--- config.mk ---
export PLATFORM = sky130hd
export DESIGN_NAME = btn_debounce
export DESIGN_NICKNAME = d
export VERILOG_FILES = /design/src/rtl/btn_debounce_pkg.sv /design/src/rtl/debounce_cell.sv /design/src/rtl/btn_debounce.sv
export SDC_FILE = /design/constraint.sdc
export NUM_CORES = 1
export LEC_CHECK = 0
export ABC_AREA = 1
export CAP_MARGIN = 15
export CORE_MARGIN = 2
export CORE_UTILIZATION = 62
export CTS_CLUSTER_SIZE = 14
export DETAILED_ROUTE_END_ITERATION = 8
export PLACE_DENSITY = 0.85
export SLEW_MARGIN = 20
export SYNTH_ARGS = -nofsm -noshare
export SYNTH_HDL_FRONTEND = slang
export SYNTH_SLANG_ARGS = --single-unit
--- constraint.sdc ---
create_clock -name clk -period 2.98 [get_ports clk]
set_input_delay 0.894 -clock clk [delete_from_list [all_inputs] [get_ports clk]]
set_output_delay 0.894 -clock clk [all_outputs]
set_load 0.01 [all_outputs]
--- src/rtl/btn_debounce_pkg.sv ---
// Shared types and constants for the btn_debounce block.
package btn_debounce_pkg;

  typedef enum logic {
    STABLE   = 1'b0,
    COUNTING = 1'b1
  } state_e;

  localparam int SYNC_STAGES = 2;

endpackage

--- src/rtl/debounce_cell.sv ---
// One debounce channel: polarity fix, synchroniser, stability counter, FSM, pulses.
// Sticky press latch is present only when BTN_DEBOUNCE_STICKY_EN is defined.
module debounce_cell
  import btn_debounce_pkg::*;
#(
  parameter int DEBOUNCE_CYCLES = 65536,
  parameter bit ACTIVE_LOW      = 1'b1
) (
  input  logic clk,
  input  logic reset,
  input  logic raw_i,
  input  logic clr_i,
  output logic btn_o,
  output logic press_o,
  output logic release_o,
  output logic sticky_o
);

  localparam int CNT_W = $clog2(DEBOUNCE_CYCLES);
  localparam logic [CNT_W-1:0] CNT_LAST = CNT_W'(DEBOUNCE_CYCLES - 1);

  logic                   pol_s;
  logic                   mismatch_s;
  logic [SYNC_STAGES-1:0] sync_q, sync_d;
  state_e                 state_q, state_d;
  logic [CNT_W-1:0]       cnt_q, cnt_d;
  logic                   btn_q, btn_d;
  logic                   press_q, press_d;
  logic                   release_q, release_d;

  assign pol_s = ACTIVE_LOW ? ~raw_i : raw_i;

  // Next-state logic: a change is accepted only after DEBOUNCE_CYCLES mismatching samples.
  always_comb begin
    sync_d     = {sync_q[SYNC_STAGES-2:0], pol_s};
    mismatch_s = sync_q[SYNC_STAGES-1] ^ btn_q;
    state_d    = state_q;
    cnt_d      = cnt_q;
    btn_d      = btn_q;
    press_d    = 1'b0;
    release_d  = 1'b0;
    case (state_q)
      STABLE: begin
        if (mismatch_s) begin
          state_d = COUNTING;
          cnt_d   = CNT_W'(1);
        end else begin
          cnt_d = '0;
        end
      end
      COUNTING: begin
        if (!mismatch_s) begin
          state_d = STABLE;
          cnt_d   = '0;
        end else if (cnt_q == CNT_LAST) begin
          state_d   = STABLE;
          cnt_d     = '0;
          btn_d     = ~btn_q;
          press_d   = ~btn_q;
          release_d = btn_q;
        end else begin
          cnt_d = cnt_q + CNT_W'(1);
        end
      end
      default: begin
        state_d = STABLE;
        cnt_d   = '0;
      end
    endcase
  end

  // Channel state registers.
  always_ff @(posedge clk) begin
    if (reset) begin
      sync_q    <= '0;
      state_q   <= STABLE;
      cnt_q     <= '0;
      btn_q     <= 1'b0;
      press_q   <= 1'b0;
      release_q <= 1'b0;
    end else begin
      sync_q    <= sync_d;
      state_q   <= state_d;
      cnt_q     <= cnt_d;
      btn_q     <= btn_d;
      press_q   <= press_d;
      release_q <= release_d;
    end
  end

  assign btn_o     = btn_q;
  assign press_o   = press_q;
  assign release_o = release_q;

`ifdef BTN_DEBOUNCE_STICKY_EN
  logic sticky_q, sticky_d;

  // Set has priority over clear so a press coinciding with clr_i is never lost.
  always_comb begin
    if (press_d) begin
      sticky_d = 1'b1;
    end else if (clr_i) begin
      sticky_d = 1'b0;
    end else begin
      sticky_d = sticky_q;
    end
  end

  // Sticky flag register.
  always_ff @(posedge clk) begin
    if (reset) begin
      sticky_q <= 1'b0;
    end else begin
      sticky_q <= sticky_d;
    end
  end

  assign sticky_o = sticky_q;
`else
  logic unused_clr_s;
  assign unused_clr_s = clr_i;
  assign sticky_o     = 1'b0;
`endif

endmodule

--- src/rtl/btn_debounce.sv ---
// Multi-channel button debouncer; one debounce_cell per input.
// Optional sticky press latch enabled by defining BTN_DEBOUNCE_STICKY_EN.
module btn_debounce
  import btn_debounce_pkg::*;
#(
  parameter int NUM_INPUTS      = 2,
  parameter int DEBOUNCE_CYCLES = 65536,
  parameter bit ACTIVE_LOW      = 1'b1
) (
  input  logic                  clk,
  input  logic                  reset,
  input  logic [NUM_INPUTS-1:0] btn_raw_i,
  input  logic [NUM_INPUTS-1:0] clr_i,
  output logic [NUM_INPUTS-1:0] btn_o,
  output logic [NUM_INPUTS-1:0] press_o,
  output logic [NUM_INPUTS-1:0] release_o,
  output logic [NUM_INPUTS-1:0] pressed_sticky_o
);

  for (genvar i = 0; i < NUM_INPUTS; i++) begin : g_ch
    debounce_cell #(
      .DEBOUNCE_CYCLES(DEBOUNCE_CYCLES),
      .ACTIVE_LOW     (ACTIVE_LOW)
    ) u_cell (
      .clk      (clk),
      .reset    (reset),
      .raw_i    (btn_raw_i[i]),
      .clr_i    (clr_i[i]),
      .btn_o    (btn_o[i]),
      .press_o  (press_o[i]),
      .release_o(release_o[i]),
      .sticky_o (pressed_sticky_o[i])
    );
  end

endmodule

==> impl_metrics.toml <==
[detailed_routing]
wirelength_um = 3310
dr.first_iter.drc_count = 66
drt_pass1_iterations = 4
post-route-drc-count = 0
wl_per_cell_um = 10.3
vias = 1573
vias_per_cell = 4.90
ant_nets = 0

[yosys]
yosys_register_bits = 44
ys_warn_count = 0
ys_seq_area_share_pct = 44.1
synth_area_per_cell_um2 = 7.39
ys_types = 29
syn-cell-area_um2 = 2000
syn_inst = 270

[cells_and_area]
fin_area_um2 = 2140
diodes = 0
regArea_um2 = 881
syn_to_final_growth_pct = 7.27
fillers = 272
multi_input_area_um2 = 933
layout-drive-gt1-share_pct = 7.94
nets = 284
instances_no_fill = 321

[sta]
finalCritPeriodShare_pct = 76.9
finalCriticalPeriod_ns = 2.29
clock_skew_ns = 0.00973
finalHoldViolations = 0
maxSlewViolCount = 0
fin_setup_tns_ns = 0
finalWorstSetupSlack_ns = 0.687
setup_viol = 0
fmaxAchievable_mhz = 436
grt_setup_unrepaired = "false"

[pwr]
ir_drop_uv = 338
power_density_nw_per_um2 = 464
p_leak_nw = 0.717

[floorplanning]
ios = 14
die_w_um = 60.7
die-height_um = 60.7
core.rowCount = 20
initial_utilization_pct = 65.4
coreArea_um2 = 3050
dieArea_um2 = 3690

[setup_path]
crit_chain = "clkdlybuf4s50_1"
worstSetupStartpointType = "register"
required_ns = 2.09
worst_path_max_delay_cell = "clkdlybuf4s50_1"
cpLargestDelayFamily = "buffers and inverters"
cp-end-kind = "output pin"
crit_buf_inv = 1
rr_worst_depth = 6
critical_path_depth = 1
worst_path_largest_cell_delay_ns = 0.58
criticalPathCategory = "reg -> out"
arrival_ns = 1.40
cp_max_fo = 6

[clock_tree]
cts.sinks = 44
h-tree-depth = 2
clockBufferDepth = 2
numCtsBuffers = 5
cts_resized = 0
hold_buffers = 0
path_clk_slew_ns = 0.13
cts-root-buf = "clkbuf_4"
cts_tree = "yes"
insertion_delay_ns = 0.37
cts_setup_buffers = 0

[worst_hold_path]
min_path_cells = 2
hp-class = "reg -> reg"

[placement]
placed_cells = 313
place_area_um2 = 2060
place_hpwl_um = 2360
portBuffers = 9
gp_congestion = 0.822
dp_slack_ns = 0.722

[grt]
grt_usage_pct = 20.7
met2_usage_pct = 36.1
gr-usage-met3_pct = 7.04
grt_pass1_vias = 1395
gr-usage-met1_pct = 22.4
grt_pass1_wl_um = 5600
top_usage_layer = "met2"
grt_max_degree = 18
antenna_found_initial = 0
overflow = 0

[run]
maxCapViolCount = 0

[outcome]
status = "completed"
-- per-stage QoR --
stage	total power, W	util (%)	hold slack, ns
after floorplan	0.000618	-	0.388
after global placement	0.000622	67.4	0.391
after detailed placement	0.000622	67.4	0.395
after CTS	0.00101	70.1	0.414
after global routing	0.00103	70.1	0.429
final	0.000994	70.1	0.412
-- layout by cell type (no fill, tap or decap), types with 4 or more instances in the layout --
master           instances
nand2_1                 58
nor2_1                  57
dfxtp_1                 44
inv_1                   22
nand3_1                 17
a21oi_1                  9
xor2_1                   9
clkdlybuf4s50_1          9
xnor2_1                  6
nand4_1                  5
clkbuf_4                 5
nand2_2                  4
inv_2                    4
-- kinds of logic (layout without fill, tap and decap cells) --
group           Yosys count  count (layout)  share of synthesized area, %
flops                    44              44                          44.1
buf+inv                  37              43                          9.28
xor+xnor                 15              15                          6.58
compound gates           16              16                          4.83
fa+ha+maj                 2               2                          1.25
simple gates            155             155                          33.7
other cells               1               2                         0.188
-- area by class of cell --
class / instances / share of cell area, %
clock inverter: 3 / 2.16
timing repair buffer: 9 / 4.21
sequential: 44 / 41.1
tap: 44 / 2.57
clock buffer: 5 / 1.75
multi-input combinational: 190 / 43.6
inverter: 26 / 4.56
-- synthesized netlist by cell type --
cell       n  area (um^2)
nor3_1     3         15.0
nand2_2    4         25.0
nor2_1    57          214
inv_2      4         15.0
a21oi_1    9         45.0
inv_1     22         82.6
nand3_1   17         85.1
nand3b_1   1         7.51
conb_1     1         3.75
o21ai_1    1         5.00
nor4_1     1         6.26
and2_1     2         12.5
buf_6      2         22.5
nand3_2    1         10.0
dfxtp_1   44          881
ha_1       2         25.0
buf_2      1         5.00
or2_0      1         6.26
nor3b_1    1         7.51
o21bai_1   2         15.0
nand4_1    5         31.3
o21ai_4    1         16.3
nor2_4     2         22.5
xor2_1     9         78.8
nor2_2     2         12.5
buf_4      8         60.1
xnor2_1    6         52.6
nand2_1   58          218
o21ai_0    3         15.0
-- registers in the layout (all words and copies together) (netlist names) --
register and cells:
g_ch.u_cell.btn_o 2, g_ch.u_cell.cnt_q 32, g_ch.u_cell.press_o 2, g_ch.u_cell.release_o 2
g_ch.u_cell.state_q 2, g_ch.u_cell.sync_q 4
-- where the power goes --
| part | internal, W | switching (W) | leakage, nW | total [W] |
|---|---|---|---|---|
| clock | 0.000179 | 0.000206 | 0.0418 | 0.000385 |
| sequential | 0.000592 | 0.00000222 | 0.355 | 0.000595 |
| combinational | 0.00000623 | 0.00000820 | 0.320 | 0.0000144 |
| total | 0.000778 | 0.000216 | 0.717 | 0.000994 |
-- layer usage --
layer / wire length [um] / vias to the layer above
li1: - / 841
met5: 0 / -
met4: 89 / 0
met2: 1650 / 15
met1: 1460 / 706
met3: 102 / 11
-- path summary, 6_finish.rpt --
kind                            startpoint                  endpoint  slack (ns)
setup / recovery      g_ch[1].u_cell.btn_o                  btn_o[1]        0.69
hold reg to reg   g_ch[0].u_cell.sync_q[0]  g_ch[0].u_cell.sync_q[1]        0.41
hold / removal    g_ch[0].u_cell.sync_q[0]  g_ch[0].u_cell.sync_q[1]        0.41
setup reg to reg   g_ch[1].u_cell.cnt_q[0]   g_ch[1].u_cell.cnt_q[3]        1.42
No activity file was read; power rests on OpenSTA's default activity.
